--- config.mk ---
export PLATFORM = sky130hd
export DESIGN_NAME = ksa_shuffle_flat
export DESIGN_NICKNAME = d
export VERILOG_FILES = /design/src/rtl/ksa_shuffle_if.sv /design/src/rtl/ksa_shuffle.sv /design/src/flat_wrapper.sv
export SDC_FILE = /design/constraint.sdc
export NUM_CORES = 1
export LEC_CHECK = 0
export ABC_AREA = 1
export ABC_CLOCK_PERIOD_IN_PS = 2700
export CAP_MARGIN = 20
export CORE_MARGIN = 2
export CORE_UTILIZATION = 50
export DETAILED_ROUTE_END_ITERATION = 8
export DONT_BUFFER_PORTS = 1
export PLACE_DENSITY_LB_ADDON = 0.25
export REMOVE_ABC_BUFFERS = 1
export SLEW_MARGIN = 20
export SYNTH_ARGS = -nofsm -noshare
export SYNTH_HDL_FRONTEND = slang
export SYNTH_SLANG_ARGS = --single-unit
--- constraint.sdc ---
create_clock -name clk -period 2.7 [get_ports clk]
set_input_delay 0.54 -clock clk [delete_from_list [all_inputs] [get_ports clk]]
set_output_delay 0.54 -clock clk [all_outputs]
set_load 0.1 [all_outputs]
--- src/rtl/ksa_shuffle_if.sv ---
// ksa_shuffle_if: start/status, key-byte handshake and S-box RAM port of the RC4 KSA engine
interface ksa_shuffle_if;
  logic       start;
  logic       busy;
  logic       done;
  logic       key_start;
  logic [7:0] key_index;
  logic       key_finish;
  logic [7:0] key_byte;
  logic [7:0] mem_address;
  logic [7:0] mem_data;
  logic       mem_wren;
  logic [7:0] mem_q;
  modport master (
    input  start, key_finish, key_byte, mem_q,
    output busy, done, key_start, key_index, mem_address, mem_data, mem_wren
  );
  modport slave (
    output start, key_finish, key_byte, mem_q,
    input  busy, done, key_start, key_index, mem_address, mem_data, mem_wren
  );
endinterface

--- src/rtl/ksa_shuffle.sv ---
// ksa_shuffle: RC4 key-scheduling pass, j += S[i] + key[i] and swap S[i]/S[j] in external RAM
module ksa_shuffle #(
  parameter int LAST_INDEX = 255
) (
  input  logic         clk,
  input  logic         reset_n,
  ksa_shuffle_if.master bus
);
  localparam logic [7:0] LAST = 8'(LAST_INDEX);
  typedef enum logic [3:0] {IDLE, REQ, WAIT_I, WAIT_KEY, RD_J, CAP_J, WR_I, WR_J, NEXT, DONE} state_t;
  state_t state, state_n;
  logic [7:0] i, j, si, sj, key_r;
  logic       key_valid;
  logic [7:0] key_sel;
  logic       key_ready;
  logic       key_win;
  assign key_sel   = bus.key_finish ? bus.key_byte : key_r;
  assign key_ready = key_valid || bus.key_finish;
  // a finish arriving while the S[i] read is still in flight is banked for WAIT_KEY
  assign key_win   = (state == WAIT_I) || (state == WAIT_KEY);
  always_ff @(posedge clk or negedge reset_n) begin
    if (!reset_n) begin
      state     <= IDLE;
      i         <= '0;
      j         <= '0;
      si        <= '0;
      sj        <= '0;
      key_r     <= '0;
      key_valid <= 1'b0;
    end else begin
      state <= state_n;
      if (state == IDLE && bus.start) begin
        i <= '0;
        j <= '0;
      end
      if (state == REQ) key_valid <= 1'b0;
      if (key_win && bus.key_finish) begin
        key_r     <= bus.key_byte;
        key_valid <= 1'b1;
      end
      if (state == WAIT_I) si <= bus.mem_q;
      if (state == WAIT_KEY && key_ready) j <= j + si + key_sel;
      if (state == CAP_J) sj <= bus.mem_q;
      if (state == NEXT && i != LAST) i <= i + 8'd1;
    end
  end
  always_comb begin
    state_n = state;
    case (state)
      IDLE:     state_n = bus.start ? REQ : IDLE;
      REQ:      state_n = WAIT_I;
      WAIT_I:   state_n = WAIT_KEY;
      WAIT_KEY: state_n = key_ready ? RD_J : WAIT_KEY;
      RD_J:     state_n = CAP_J;
      CAP_J:    state_n = WR_I;
      WR_I:     state_n = WR_J;
      WR_J:     state_n = NEXT;
      NEXT:     state_n = (i == LAST) ? DONE : REQ;
      default:  state_n = IDLE;
    endcase
  end
  // writing S[j] last makes the i==j case a no-op
  assign bus.busy        = state != IDLE;
  assign bus.done        = state == DONE;
  assign bus.key_start   = state == REQ;
  assign bus.key_index   = bus.busy ? i : 8'd0;
  assign bus.mem_wren    = (state == WR_I) || (state == WR_J);
  assign bus.mem_address = (state == RD_J || state == CAP_J || state == WR_J) ? j :
                           (state == REQ || state == WAIT_I || state == WR_I) ? i : 8'd0;
  assign bus.mem_data    = (state == WR_I) ? sj : (state == WR_J) ? si : 8'd0;
endmodule

--- src/flat_wrapper.sv ---
// flat-port wrapper written by rule: the top's interface ports become plain ports
module ksa_shuffle_flat 
#(
  parameter int LAST_INDEX = 255
)
  (clk, reset_n, bus_start, bus_key_finish, bus_key_byte, bus_mem_q, bus_busy, bus_done, bus_key_start, bus_key_index, bus_mem_address, bus_mem_data, bus_mem_wren);
  ksa_shuffle_if bus_i ();
  input  logic clk;
  input  logic reset_n;
  input wire logic [$bits(bus_i.start)-1:0] bus_start;
  input wire logic [$bits(bus_i.key_finish)-1:0] bus_key_finish;
  input wire logic [$bits(bus_i.key_byte)-1:0] bus_key_byte;
  input wire logic [$bits(bus_i.mem_q)-1:0] bus_mem_q;
  output wire logic [$bits(bus_i.busy)-1:0] bus_busy;
  output wire logic [$bits(bus_i.done)-1:0] bus_done;
  output wire logic [$bits(bus_i.key_start)-1:0] bus_key_start;
  output wire logic [$bits(bus_i.key_index)-1:0] bus_key_index;
  output wire logic [$bits(bus_i.mem_address)-1:0] bus_mem_address;
  output wire logic [$bits(bus_i.mem_data)-1:0] bus_mem_data;
  output wire logic [$bits(bus_i.mem_wren)-1:0] bus_mem_wren;
  assign bus_i.start = bus_start;
  assign bus_i.key_finish = bus_key_finish;
  assign bus_i.key_byte = bus_key_byte;
  assign bus_i.mem_q = bus_mem_q;
  assign bus_busy = bus_i.busy;
  assign bus_done = bus_i.done;
  assign bus_key_start = bus_i.key_start;
  assign bus_key_index = bus_i.key_index;
  assign bus_mem_address = bus_i.mem_address;
  assign bus_mem_data = bus_i.mem_data;
  assign bus_mem_wren = bus_i.mem_wren;
  ksa_shuffle #(.LAST_INDEX(LAST_INDEX)) u_core (.clk(clk), .reset_n(reset_n), .bus(bus_i));
endmodule
# [Word level (Yosys, flattened, before mapping)]
# Cells that the tools add are included.
[classes] addsub=3 n_eq_ne=11 muxes=15 reduce_logical=16
[op_table] cell="$mux W8" count=9
[op_table] cell="$pmux W4 S9" count=1
[op_table] cell="$add A8 B8 Y8" count=2
[op_table] cell="$eq A4 B3 Y1 const B" count=4
[op_table] cell="$add A8 B1 Y8 const B" count=1
[op_table] cell="$eq A4 B2 Y1 const B" count=2
[op_table] cell="$eq A4 B4 Y1 const B" count=2
[op_table] cell="$eq A8 B8 Y1 const B" count=1
[op_table] cell="$ne A8 B8 Y1 const B" count=1
[op_table] cell="$logic_or A1 B1 Y1" count=7
[op_table] cell="$reduce_bool A2 Y1" count=3
[op_table] cell="$eq A4 B1 Y1 const B" count=1
[op_table] cell="$logic_and A1 B1 Y1" count=4
[op_table] cell="$logic_not A4 Y1" count=1
[op_table] cell="$mux W4" count=1
[op_table] cell="$reduce_bool A4 Y1" count=1
[op_table] cell="$mux W1" count=3
[op_table] cell="$mux W3" count=1
[totals] regBits=45 inputBits=20 out_inout_bits=28 word_cells=52

# [Depth between registers and ports, before layout]
[logic_depth] depth_word=5 depth_mapped=15 ltp_nobuf=14

# [Worst setup path after synthesis]
# Ideal clock, no wire load.
[synth_path] kind="register to output" startpoint="register u_core.state[0]" endpoint="output port bus_mem_address[4]" arrival_time_ns=2.997 required_time_ns=2.160 path_slack_ns=-0.837 stages_incl_launch_ff=6 n_path_buf=0 path_cell_list="dfrtp_1 nor2_4 inv_4 nand2_1 nand2_2 o21ai_0"
[synth_via] elab_chain_len=5 elab_cells_between_ends=12 classes_between="eq/ne (6); mux (2); reduce/logical (4)"
[synth_rtl] item="from (decl)" line_no="ksa_shuffle.sv:11" text="state_t state, state_n;"
[synth_rtl] item="from (signal assigned)" line_no="ksa_shuffle.sv:31" text="state <= state_n;"
[synth_rtl] item="$eq A4 B1 Y1 / $eq A4 B2 Y1 (equally long branches)" line_no="ksa_shuffle.sv:69" text="(state == REQ || state == WAIT_I || state == WR_I) ? i : 8'd0;"
[synth_rtl] item="$logic_or A1 B1 Y1 (2 in a row)" line_no="ksa_shuffle.sv:69"
[synth_rtl] item="$mux W8" line_no="ksa_shuffle.sv:69"
[synth_rtl] item="$mux W8 (*)" line_no="ksa_shuffle.sv:68" text="assign bus.mem_address = (state == RD_J || state == CAP_J || state == WR_J) ? j :"
[synth_rtl] item="to (decl)" line_no="flat_wrapper.sv:18" text="output wire logic [$bits(bus_i.mem_address)-1:0] bus_mem_address;"
# Mark *: on every way between the ends. The rest lies on a longest branch, timed or not.

# [Worst setup path after layout]
[layout_path] startpoint="register u_core.state[1]" endpoint="output port bus_mem_address[5]"
# The elaborated chain is that of the path after synthesis.

==> metrics.yaml <==
power_and_ir_drop:
  total_power_mw: 4.546
  ir_drop_uv: 927.6
  internal_power_mw: 2.110
  power.net_switching_mw: 2.435
  total_leakage_power_nw: 1.714
  p_sw_share_pct: 53.58
  pwr_density_cell_mw_per_mm2: 1286
  power.share.combinational_pct: 63.7
  power.share.sequential_pct: 26.1
  clock_share_of_power_pct: 10.2
finish:
  n_antenna_cell: 0
  final_core_utilization_pct: 67.93
  final_common_cell: "nand2_1"
  layout.cells.most_common_list: "nand2_1 (92), inv_1 (53), dfrtp_1 (45), o21ai_0 (36), nand3_1 (32)"
  area_delta_synth_final_pct: 29.40
  nNetsFinal: 421
  design_area_mm2: 0.003536
  post_layout_nonfiller_instances: 457
  drive_gt1_share_pct: 21.45
synth:
  synth_compound_area_share_pct: 13.10
  synth-simple-area-share_pct: 25.55
  synth_top_family_by_area: "simple AND/OR/NAND/NOR gates"
  synth.mux.area_fraction_pct: 0.4121
  synth-adder-area-share_pct: 9.066
  syn-instance-count: 353
  post_synth_xor_area_fraction_pct: 1.282
  ys_warn_count: 0
  netlist_top_cells_area: "dfrtp_1 (41%), nand2_1 (13%), inv_1 (7.3%)"
  sequential_area_share_after_synthesis_pct: 41.21
  synth-seq-cells: 45
  synthesis.area_mm2: 0.002733
  yosys.area.top_type_share_pct: 41.21
  synth_area_per_cell_um2: 7.741
  synth_cell_types: 28
  synthDominantAreaCellType: "dfrtp_1"
place:
  placed_cells_incl_taps: 448
  hpwl_um: 5225
  detailed_place.area_mm2: 0.003410
  placement.io_buffers: 0
  place_congestion: 0.8480
  place_worst_setup_slack_ns: 0.09814
timing:
  setup_ws_ns: 0.2624
  layout_worst_path_cycle_share_pct: 90.28
  maxSlewHeadroom_pct: 63.74
  final_max_slew_viol_count: 0
  holdWs_ns: 0.06093
  worst_pin_slew_ns: 0.5424
  timing.final.setup_violations: 0
  final.setup_skew_ns: 0.006928
  timing.setup.tns_ns: 0
  layout_min_cycle_time_ns: 2.438
  fmax_mhz: 410.2
  rsz0062_at_grt: "false"
  finalHoldViolCount: 0
global_route:
  maximum_number_of_pins_on_one_net_before_global_route_repair: 46
  track_usage_pct: 24.50
  first_pass_grt_wire_length_um: 11470
  vias_in_the_first_global_route: 2343
  number_of_antenna_violations_at_the_first_check_in_global_routing: 0
  globalRouteOverflowTotal: 0
floorplan:
  initial_standard_cell_utilization_of_the_core_pct: 52.50
  row_count: 26
  io_pins: 48
  die_width_um: 77.93
  die_height_um: 77.93
  coreArea_mm2: 0.005205
  die_area_mm2: 0.006072
critical_path:
  timing.critical_path.slowest_stage_cell: "dfrtp_1"
  cp_data_required_time_ns: 2.16
  cp.arrival_ns: 1.90
  worstPathCellList: "inv_2 -> nor2_4 -> inv_4 -> nand2_1 -> nand2_2 -> o22ai_2 -> buf_12"
  criticalPathCategory: "flop to primary output"
  critical_path.max_fanout: 9
  crit_path_start_kind: "flop"
  r2r_setup_slack_ns: 0.39
  slowest_delay_ns: 0.46
  critical_path.endpoint_type: "primary output"
clock_network:
  cts_made_buffers: 5
  cts.repair_timing.setup_buffer_count: 0
  worst_setup_hold_path_clk_slew_ns: 0.09
  cts_tree: "yes"
  clock_sinks: 45
  worstSkewPairLatency_ns: 0.31
  ctsLongestPathBuffers: 2
  number_of_h_tree_levels: 2
  gates_resized_cts_repair: 0
  clock_tree.root_cell: "clkbuf_8"
routing:
  dr_total_vias: 2441
  drc: 0
  routed_wl_um: 6743
  ant_nets: 0
  drt_first_pass_iters: 5
  drt_iter0_drc: 143
  routed_wire_length_per_instance_um: 14.75
  routed_via_density: 5.341
min_path:
  worst_hold_path_class: "primary input to async pin"
status:
  outcome: "finished, final reports clean"
run:
  drv_cap: 0
-- sequential cells by signal, summed over array words and instances, names as in the netlist --
register and cells:
u_core.si 8, u_core.j 8, u_core.key_r 8, u_core.state 4, u_core.i 8, u_core.sj 8
u_core.key_valid 1
-- repair_timing --
action	in CTS	in global routing
endpoints found under the setup margin	0	0
hold buffers	1	0
hold endpoints to repair	45	0
-- power groups by stage --
stage	Combinational (mW)	Sequential (mW)	Clock [mW]
3_5_place_dp	2.87	1.19	0
2_1_floorplan	2.03	1.12	0
6_report	2.90	1.18	0.465
3_3_place_gp	2.81	1.19	0
5_1_grt	3.18	1.22	0.495
4_1_cts	2.90	1.18	0.472
-- kinds of logic (layout without fill, tap and decap cells) --
| kind of cell | count (synthesis) | after routing |
|---|---|---|
| fa+ha+maj | 15 | 15 |
| buf+inv | 65 | 99 |
| simple gates | 161 | 161 |
| xor+xnor | 4 | 4 |
| compound gates | 62 | 62 |
| flops | 45 | 45 |
| mux | 1 | 1 |
-- per-layer routing --
layer | track usage (%) | routed length (µm) | vias to the layer above
met5 | 0 | 0 | -
met4 | 7.719 | 110 | 0
met3 | 5.233 | 346 | 10
met2 | 38.28 | 3230 | 78
met1 | 34.21 | 3056 | 1161
li1 | - | - | 1192
-- layout make-up --
cell class / count / area (µm²)
fillers: 417 / 1669
well taps: 70 / 87.58
clock inverters: 2 / 16.27
multi-input cells: 243 / 1426
repair buffers: 32 / 573.1
inverters: 59 / 224.0
flip-flops and latches: 45 / 1126
clock buffers: 6 / 82.58
-- critical path: cells and delay by family (launching register included) --
| kind | cells | cell delay, ns |
|---|---|---|
| AO/OA/AOI/OAI | 1 | 0.22 |
| buffers and inverters | 3 | 0.39 |
| AND/OR/NAND/NOR | 3 | 0.50 |
| flip-flops | 1 | 0.46 |
-- path summary, 6_finish.rpt --
kind,cells after the start,start,endpoint
max,7,u_core.state[1],bus_mem_address[5]
min,1,reset_n,u_core.key_r[4]
max reg2reg,12,u_core.key_r[1],u_core.j[7]
min reg2reg,2,u_core.i[6],u_core.i[6]
max in group asynchronous,1,reset_n,u_core.key_r[3]
min in group clk,2,bus_mem_q[7],u_core.si[7]
-- synth_stat cells --
library cell,number
o2111ai_1,1
nand2_1,92
nor2_4,4
a21o_1,1
nor3_1,5
fa_1,8
inv_1,53
buf_2,2
nor2_2,1
dfrtp_1,45
o21ai_1,1
or2_2,1
inv_4,1
o22ai_1,9
buf_6,1
mux2_2,1
clkinv_1,1
o21ai_0,39
nand2_2,3
nor2_1,21
nand3_1,32
a21oi_1,3
ha_1,7
clkbuf_1,3
o21ai_2,8
nand4_1,2
xor2_1,4
inv_2,4
No activity file was read; power rests on OpenSTA's default activity.
